**src/rtl/rggen_rtl_pkg.sv**
```systemverilog
// Shared register-generator constants: read side-effect selectors and the
// access FSM state encoding used by bit-field blocks.
package rggen_rtl_pkg;

  localparam int RGGEN_READ_ACTION_SET   = 0;
  localparam int RGGEN_READ_ACTION_CLEAR = 1;

  typedef enum logic {
    RGGEN_ACCESS_IDLE = 1'b0,
    RGGEN_ACCESS_BUSY = 1'b1
  } rggen_access_state_e;

endpackage

```
**src/rtl/rggen_bit_field_rsx.sv**
```systemverilog
// Read-side-effect bit field (set-on-read / clear-on-read) with hardware
// set/clear, once-per-access side effect, stable read data and overrun flags.
module rggen_bit_field_rsx
  import rggen_rtl_pkg::*;
#(
  parameter int             WIDTH          = 8,
  parameter logic [WIDTH-1:0] INITIAL_VALUE = {WIDTH{1'b0}},
  parameter int             READ_ACTION    = RGGEN_READ_ACTION_SET,
  parameter bit             OVERRUN_ENABLE = 1'b1
) (
  input  logic             i_clk,
  input  logic             i_rst,
  input  logic             i_bit_field_valid,
  input  logic [WIDTH-1:0] i_bit_field_read_mask,
  input  logic [WIDTH-1:0] i_bit_field_write_mask,
  input  logic [WIDTH-1:0] i_bit_field_write_data,
  output logic [WIDTH-1:0] o_bit_field_read_data,
  output logic [WIDTH-1:0] o_bit_field_value,
  input  logic [WIDTH-1:0] i_set,
  input  logic [WIDTH-1:0] i_clear,
  output logic [WIDTH-1:0] o_value,
  output logic             o_read_trigger,
  output logic [WIDTH-1:0] o_overrun
);

  rggen_access_state_e r_state;
  rggen_access_state_e w_next_state;
  logic [WIDTH-1:0]    r_value;
  logic [WIDTH-1:0]    r_snapshot;
  logic [WIDTH-1:0]    r_overrun;
  logic                r_read_trigger;
  logic [WIDTH-1:0]    w_value_next;
  logic [WIDTH-1:0]    w_overrun_next;
  logic                w_first_read;
  logic                w_unused;

  // Writes have no effect on this field type.
  assign w_unused = ^{i_bit_field_write_mask, i_bit_field_write_data};

  // NOTE: every signal assigned in always_comb gets a default first, so no
  // path through the block leaves it unassigned and a latch is never inferred.
  always_comb begin
    w_next_state = r_state;
    case (r_state)
      RGGEN_ACCESS_IDLE: if (i_bit_field_valid)  w_next_state = RGGEN_ACCESS_BUSY;
      RGGEN_ACCESS_BUSY: if (!i_bit_field_valid) w_next_state = RGGEN_ACCESS_IDLE;
      default:                                   w_next_state = RGGEN_ACCESS_IDLE;
    endcase
  end

  assign w_first_read = (r_state == RGGEN_ACCESS_IDLE) && i_bit_field_valid &&
                        (|i_bit_field_read_mask);

  for (genvar b = 0; b < WIDTH; b++) begin : g_bit
    if (READ_ACTION == RGGEN_READ_ACTION_CLEAR) begin : g_rc
      assign w_value_next[b] = ((w_first_read ? 1'b0 : r_value[b]) & ~i_clear[b]) | i_set[b];
    end else begin : g_rs
      assign w_value_next[b] = w_first_read | ((r_value[b] & ~i_clear[b]) | i_set[b]);
    end

    if (OVERRUN_ENABLE) begin : g_ovr
      // A clear-on-read consumes the old value, so a set during it is not lost.
      logic w_hit;
      assign w_hit = i_set[b] & r_value[b] &
                     ~(w_first_read && (READ_ACTION == RGGEN_READ_ACTION_CLEAR));
      assign w_overrun_next[b] = w_hit | (r_overrun[b] & ~w_first_read);
    end else begin : g_no_ovr
      assign w_overrun_next[b] = 1'b0;
    end
  end

  // NOTE: sequential state is updated with non-blocking assignments so every
  // register samples pre-edge values regardless of block evaluation order.
  always_ff @(posedge i_clk) begin
    if (i_rst) begin
      r_state        <= RGGEN_ACCESS_IDLE;
      r_value        <= INITIAL_VALUE;
      r_snapshot     <= INITIAL_VALUE;
      r_overrun      <= '0;
      r_read_trigger <= 1'b0;
    end else begin
      r_state        <= w_next_state;
      r_value        <= w_value_next;
      r_overrun      <= w_overrun_next;
      r_read_trigger <= w_first_read;
      if ((r_state == RGGEN_ACCESS_IDLE) && i_bit_field_valid) begin
        r_snapshot <= r_value;
      end
    end
  end

  assign o_bit_field_read_data = (r_state == RGGEN_ACCESS_BUSY) ? r_snapshot : r_value;
  assign o_bit_field_value     = r_value;
  assign o_value               = r_value;
  assign o_read_trigger        = r_read_trigger;
  assign o_overrun             = r_overrun;

endmodule

```
**config.mk**
```make
export PLATFORM = sky130hd
export DESIGN_NAME = rggen_bit_field_rsx
export DESIGN_NICKNAME = d
export VERILOG_FILES = /design/src/rtl/rggen_rtl_pkg.sv /design/src/rtl/rggen_bit_field_rsx.sv
export SDC_FILE = /design/constraint.sdc
export NUM_CORES = 1
export LEC_CHECK = 0
export ABC_AREA = 0
export BUFFER_PORTS_ARGS = -buffer_cell sky130_fd_sc_hd__buf_2
export CORE_UTILIZATION = 35
export CTS_BUF_LIST = sky130_fd_sc_hd__clkbuf_16
export CTS_CLUSTER_SIZE = 25
export DETAILED_ROUTE_END_ITERATION = 10
export GPL_ROUTABILITY_DRIVEN = 1
export HOLD_SLACK_MARGIN = 0.03
export PLACE_DENSITY = 0.68
export SLEW_MARGIN = 10
export SYNTH_ARGS = -nofsm -noshare
export SYNTH_HDL_FRONTEND = slang
export SYNTH_SLANG_ARGS = --single-unit
export TNS_END_PERCENT = 1
```
**constraint.sdc**
```tcl
create_clock -name i_clk -period 1.39 [get_ports i_clk]
set_input_delay 0.0695 -clock i_clk [delete_from_list [all_inputs] [get_ports i_clk]]
set_output_delay 0.0695 -clock i_clk [all_outputs]
set_load 0.1 [all_outputs]
```
==> results of run 1 <==
[logic make-up (layout without fill, tap and decap cells)]
group	count (synthesis)	in the layout	share of synthesized area, %
muxes	8	8	7.500
and+or+nand+nor	30	30	14.58
buffers and inverters	24	78	12.29
AOI/OAI and AO/OA	41	41	22.29
DFF	26	26	43.33
[worst max-delay path by stage]
stage                                     from                              end  slack [ns]  cells past startpoint
2_1_floorplan  o_bit_field_value[1]$_SDFF_PP0_         o_bit_field_read_data[1]       -0.35                      1
3_3_place_gp                r_state$_SDFF_PP0_  o_bit_field_value[0]$_SDFF_PP0_        0.12                      3
3_5_place_dp                r_state$_SDFF_PP0_  o_bit_field_value[4]$_SDFF_PP0_        0.10                      3
4_1_cts                     r_state$_SDFF_PP0_         o_bit_field_read_data[7]      0.0009                      3
5_1_grt                     r_state$_SDFF_PP0_         o_bit_field_read_data[4]       -0.02                      3
6_report                    r_state$_SDFF_PP0_         o_bit_field_read_data[7]        0.02                      3
[critical path: stages, from the launching register on]
cell,delay (ns)
dfxtp_4,0.37
buf_4,0.14
mux2_2,0.36
buf_12,0.17
[metrics by stage]
stage | hold slack [ns] | std cells
floorplan | 0.1977 | 129
global placement | 0.3435 | 223
detailed placement | 0.3581 | 223
CTS | 0.09390 | 227
global route | 0.1038 | 227
finish | 0.09063 | 227
[cells in the final DEF, fill, tap and decap left out, drive strengths merged]
master	instances
nor2	1
nor4	2
mux2	8
nand2b	1
nor2b	2
inv	8
bufinv	1
a21o	1
clkbuf	4
nor3	8
buf	65
dfxtp	26
a221oi	8
nand2	16
a21oi	32
[metal layers]
metal	vias up	share of wire, %
li1	551	-
met1	522	42
met2	38	52
met3	4	4.9
met4	0	0.83
met5	-	0
[repair_timing]
action,in CTS,in global routing
setup buffers,0,0
endpoints found under the setup margin,8,8
endpoints found under the hold margin,0,0
resized for setup,7,2
[power breakdown]
group | internal, mW | total [mW] | switching (mW)
Sequential | 0.790 | 0.833 | 0.0427
Combinational | 0.198 | 0.847 | 0.649
Clock | 0.573 | 0.826 | 0.254
Total | 1.56 | 2.51 | 0.946
[sequential cells by signal, indices dropped and copies added, names as in the netlist]
| name | count |
|---|---|
| r_snapshot | 8 |
| r_state | 1 |
| o_read_trigger | 1 |
| o_overrun | 8 |
| o_bit_field_value | 8 |
[cell type report]
class | count | area, sq um
clock buffer | 3 | 75.07
inverter | 8 | 30.03
fill | 303 | 1463
sequential | 26 | 525.5
multi-input combinational | 79 | 533.0
timing repair buffer | 66 | 441.7
tap | 44 | 55.05
clock inverter | 1 | 30.03
==> results.json, run 1 <==
{
  "synth_top_flop_cell": "dfxtp_1",
  "ys_seq_area_share_pct": 43.33,
  "total_power_mw": 2.506,
  "gp_congestion": 0.7271,
  "reg2reg_slack_ns": 0.19,
  "cts.sinks": 26,
  "grt_start_max_net_pins": 27,
  "layout_setup_ws_ns": 0.02010,
  "clk_pin_slew_ns": 0.06,
  "use_met3_pct": 2.559,
  "min_path_type": "in2reg",
  "reg2reg_depth": 3,
  "fin_util_pct": 53.61,
  "numCtsBuffers": 3,
  "timing_hold_violations_final": 0,
  "fin_crit_ns": 1.370,
  "yosys.area.top_type": "dfxtp_1",
  "postPlaceCellArea_sq_mm": 0.001560,
  "postSynth.asyncResetShare_pct": 0,
  "drtPass1Iterations": 4,
  "start_kind": "flip-flop",
  "ios": 76,
  "yosysWarnings": 0,
  "start_util_pct": 38.10,
  "grt_overflow": 0,
  "grt_use_total_pct": 17.65,
  "setup_viol": 0,
  "dp_slack_ns": 0.1022,
  "min-delay-start": "i_bit_field_valid",
  "synth_nets": 172,
  "gr-usage-met1_pct": 20.66,
  "drcViolationCount": 0,
  "worstPathMaxFanout": 5,
  "critPathArrivalTime_ns": 1.30,
  "antenna_left": 0,
  "finClkSkew_ns": 0.001144,
  "tns_ns": 0,
  "cts.path.max_buffers": 2,
  "cts_htree_levels": 1,
  "drive_gt1_share_pct": 50.27,
  "min_period_over_period_pct": 98.55,
  "path_class": "reg2out",
  "syn-cell-area_sq_mm": 0.001201,
  "nNetsFinal": 227,
  "syn_to_final_growth_pct": 40.73,
  "wire_per_inst_um": 12.80,
  "synth_edf_count": 0,
  "hold_end": "r_state$_SDFF_PP0_",
  "die_area_sq_mm": 0.003670,
  "busiest_layer": "met2",
  "r2r_start": "r_state$_SDFF_PP0_",
  "die_h_um": 60.58,
  "cap_violations": 0,
  "drt_iter0_drc": 23,
  "ys_ff_latch": 26,
  "met2_usage_pct": 33.28,
  "cts_tree": "built",
  "peakVddDrop_mv": 0.5403,
  "grt_pass1_wl_um": 4830,
  "end_kind": "primary output",
  "clock_latency_ns": 0.26,
  "vias_per_cell": 4.912,
  "worst_pin_slew_ns": 0.5731,
  "relSlewSlack_pct": 61.79,
  "die_width_um": 60.58,
  "grt_pass1_vias": 1097,
  "r2r-end": "o_bit_field_value[4]$_SDFF_PP0_",
  "fmax_mhz": 730.0,
  "antenna_found_initial": 0,
  "netlist-cell-type-count": 18,
  "syn_area_per_cell_sq_um": 9.311,
  "drv_slew": 0,
  "holdPathStages": 2,
  "antenna_cells": 0,
  "rows": 20,
  "netlist_top_cells_count": "26 x dfxtp_1, 24 x a21oi_1, 16 x nand2_1, 9 x buf_4",
  "ctsHoldBuffers": 0,
  "postRouteWirelength_um": 2905,
  "p_leak_nw": 0.7761,
  "design_area_sq_mm": 0.001690,
  "crit_required_ns": 1.32,
  "dp_hpwl_um": 2121,
  "synthMostInstantiatedCell": "dfxtp_1",
  "core_area_sq_mm": 0.003153,
  "clock-root-buffer": "clkbuf_16",
  "rsz0062_at_grt": "yes",
  "port_buffers": 59,
  "synthCells": 129,
  "synth.area.top_cells": "dfxtp_1 43%, a21oi_1 10%, mux2_2 7.5%, a21oi_2 5.8%, a221oi_1 5.8%",
  "via_count": 1115,
  "yosysTopAreaCellShare_pct": 43.33,
  "p_per_area_mw_per_mm2": 1483,
  "status": "complete, no violations"
}
(Power assumes the default switching activity.)
==> run 2, diff against run 1 <==
--- a/config.mk
+++ b/config.mk
@@ -7,13 +7,13 @@
 export LEC_CHECK = 0
 export ABC_AREA = 0
 export BUFFER_PORTS_ARGS = -buffer_cell sky130_fd_sc_hd__buf_2
-export CORE_UTILIZATION = 35
+export CORE_UTILIZATION = 42
 export CTS_BUF_LIST = sky130_fd_sc_hd__clkbuf_16
 export CTS_CLUSTER_SIZE = 25
 export DETAILED_ROUTE_END_ITERATION = 10
 export GPL_ROUTABILITY_DRIVEN = 1
 export HOLD_SLACK_MARGIN = 0.03
-export PLACE_DENSITY = 0.68
+export PLACE_DENSITY = 0.79
 export SLEW_MARGIN = 10
 export SYNTH_ARGS = -nofsm -noshare
 export SYNTH_HDL_FRONTEND = slang
==> results.json, run 2 (synthesis gave the netlist of run 1 again) <==
{
  "grt_start_max_net_pins": 27,
  "die_width_um": 55.48,
  "start_kind": "flip-flop",
  "path_class": "reg2out",
  "drcViolationCount": 0,
  "cts_tree": "built",
  "p_comb_share_pct": 36.4,
  "grt_overflow": 0,
  "postCtsSetupRepairBufs": 0,
  "worst_pin_slew_ns": 0.5467,
  "peakVddDrop_mv": 1.101,
  "antenna_left": 0,
  "critPathArrivalTime_ns": 1.31,
  "tns_ns": 0,
  "fin_crit_ns": 1.381,
  "p_per_area_mw_per_mm2": 1418,
  "antenna_found_initial": 0,
  "finalNonFillerCells": 212,
  "via_count": 1115,
  "antenna_cells": 0,
  "pwr-share-clk_pct": 27.1,
  "clock_latency_ns": 0.26,
  "mostFrequentLayoutCell": "buf_2",
  "end_kind": "primary output",
  "ctsHoldBuffers": 0,
  "drtPass1Iterations": 4,
  "cap_violations": 0,
  "design_area_sq_mm": 0.001614,
  "place_inst": 209,
  "drive_gt1_share_pct": 49.72,
  "p_sw_share_pct": 40.73,
  "syn_to_final_growth_pct": 34.38,
  "dp_hpwl_um": 2104,
  "status": "complete, no violations",
  "grt_use_total_pct": 20.53,
  "rows": 19,
  "start_util_pct": 43.94,
  "finClkSkew_ns": 0.001056,
  "cts.sinks": 26,
  "gp_congestion": 0.6894,
  "postRouteWirelength_um": 2968,
  "final_cell_mix": "52 x buf_2, 24 x a21oi_1, 24 x dfxtp_1, 16 x nand2_1",
  "multi_input_area_sq_um": 533.0,
  "holdPathStages": 2,
  "switching_power_mw": 0.9322,
  "reg2reg_depth": 4,
  "timing_hold_violations_final": 0,
  "total_power_mw": 2.289,
  "die_area_sq_mm": 0.003077,
  "hold_ws_ns": 0.1165,
  "rsz0062_at_grt": "yes",
  "clk_pin_slew_ns": 0.06,
  "register_area_sq_um": 525.5,
  "min_period_over_period_pct": 99.33,
  "wire_per_inst_um": 14.00,
  "pwr-share-seq_pct": 36.5,
  "drv_slew": 0,
  "worstPathMaxFanout": 6,
  "internal_power_mw": 1.356,
  "grt_pass1_vias": 1135,
  "min_path_type": "in2reg",
  "postPlaceCellArea_sq_mm": 0.001524,
  "drt_iter0_drc": 23,
  "relSlewSlack_pct": 63.55,
  "setup_viol": 0,
  "nNetsFinal": 226,
  "numCtsBuffers": 3,
  "crit_required_ns": 1.32,
  "vias_per_cell": 5.259,
  "cts.path.max_buffers": 2,
  "ios": 76,
  "cts_htree_levels": 1,
  "die_h_um": 55.48,
  "fmax_mhz": 724.2,
  "core_area_sq_mm": 0.002734,
  "p_leak_nw": 0.7485,
  "nFillCells": 237,
  "clock-root-buffer": "clkbuf_16",
  "port_buffers": 59,
  "grt_pass1_wl_um": 5043
}
-- run 2: cell count changes in the layout (fill, tap and decap cells not counted) --
cell	delta
buf_12	-1
buf_2	+1
buf_4	-1
buf_6	-2
bufinv_16	-1
clkbuf_4	+2
-- run 2: metal layers --
layer / share of wire, % / global-route usage (%) / vias to the layer above
li1: - / - / 548
met1: 43 / 24.07 / 520
met2: 51 / 37.18 / 42
met3: 4.7 / 4.215 / 5
met4: 1.2 / 6.429 / 0
met5: 0 / 0 / -
-- run 2: per-stage QoR --
step	setup WS, ns	utilization (%)
after global placement	0.09040	55.74
final	0.009258	59.04
after CTS	0.008866	58.76
after floorplan	-0.3533	-
after global routing	-0.02317	59.04
after detailed placement	0.05691	55.74
-- run 2: timing repair --
item | in CTS | in global routing
cloned | 0 | 0
endpoints found under the setup margin | 8 | 7
pin swaps | 0 | 0
resized for setup | 3 | 3
-- run 2: worst paths after layout --
kind                                   start                    endpoint  slack (ns)
setup / recovery          r_state$_SDFF_PP0_    o_bit_field_read_data[5]       0.009
hold / removal             i_bit_field_valid          r_state$_SDFF_PP0_        0.12
setup reg to reg          r_state$_SDFF_PP0_     o_overrun[7]$_SDFF_PP0_        0.16
hold reg to reg   r_snapshot[3]$_SDFFE_PP0P_  r_snapshot[3]$_SDFFE_PP0P_        0.45
-- run 2: critical path, cell delays in order (launching register included) --
cell     delay, ns
dfxtp_4       0.39
buf_6         0.13
mux2_2        0.36
buf_12        0.17
-- run 2: area by class of cell --
type | count | area share, %
Clock buffer | 3 | 4.651
Inverter | 8 | 1.860
Multi-Input combinational cell | 79 | 33.02
Sequential cell | 26 | 32.56
Tap cell | 31 | 2.403
Timing Repair Buffer | 65 | 25.50
-- run 2: power by group through the flow --
| stage | logic (mW) | clock network, mW | registers [mW] |
|---|---|---|---|
| after floorplan | 0.457 | 0 | 1.07 |
| after detailed placement | 0.828 | 0 | 0.851 |
| after global routing | 0.864 | 0.651 | 0.842 |
| final | 0.834 | 0.620 | 0.835 |
| after CTS | 0.832 | 0.625 | 0.834 |
| after global placement | 0.819 | 0 | 0.845 |
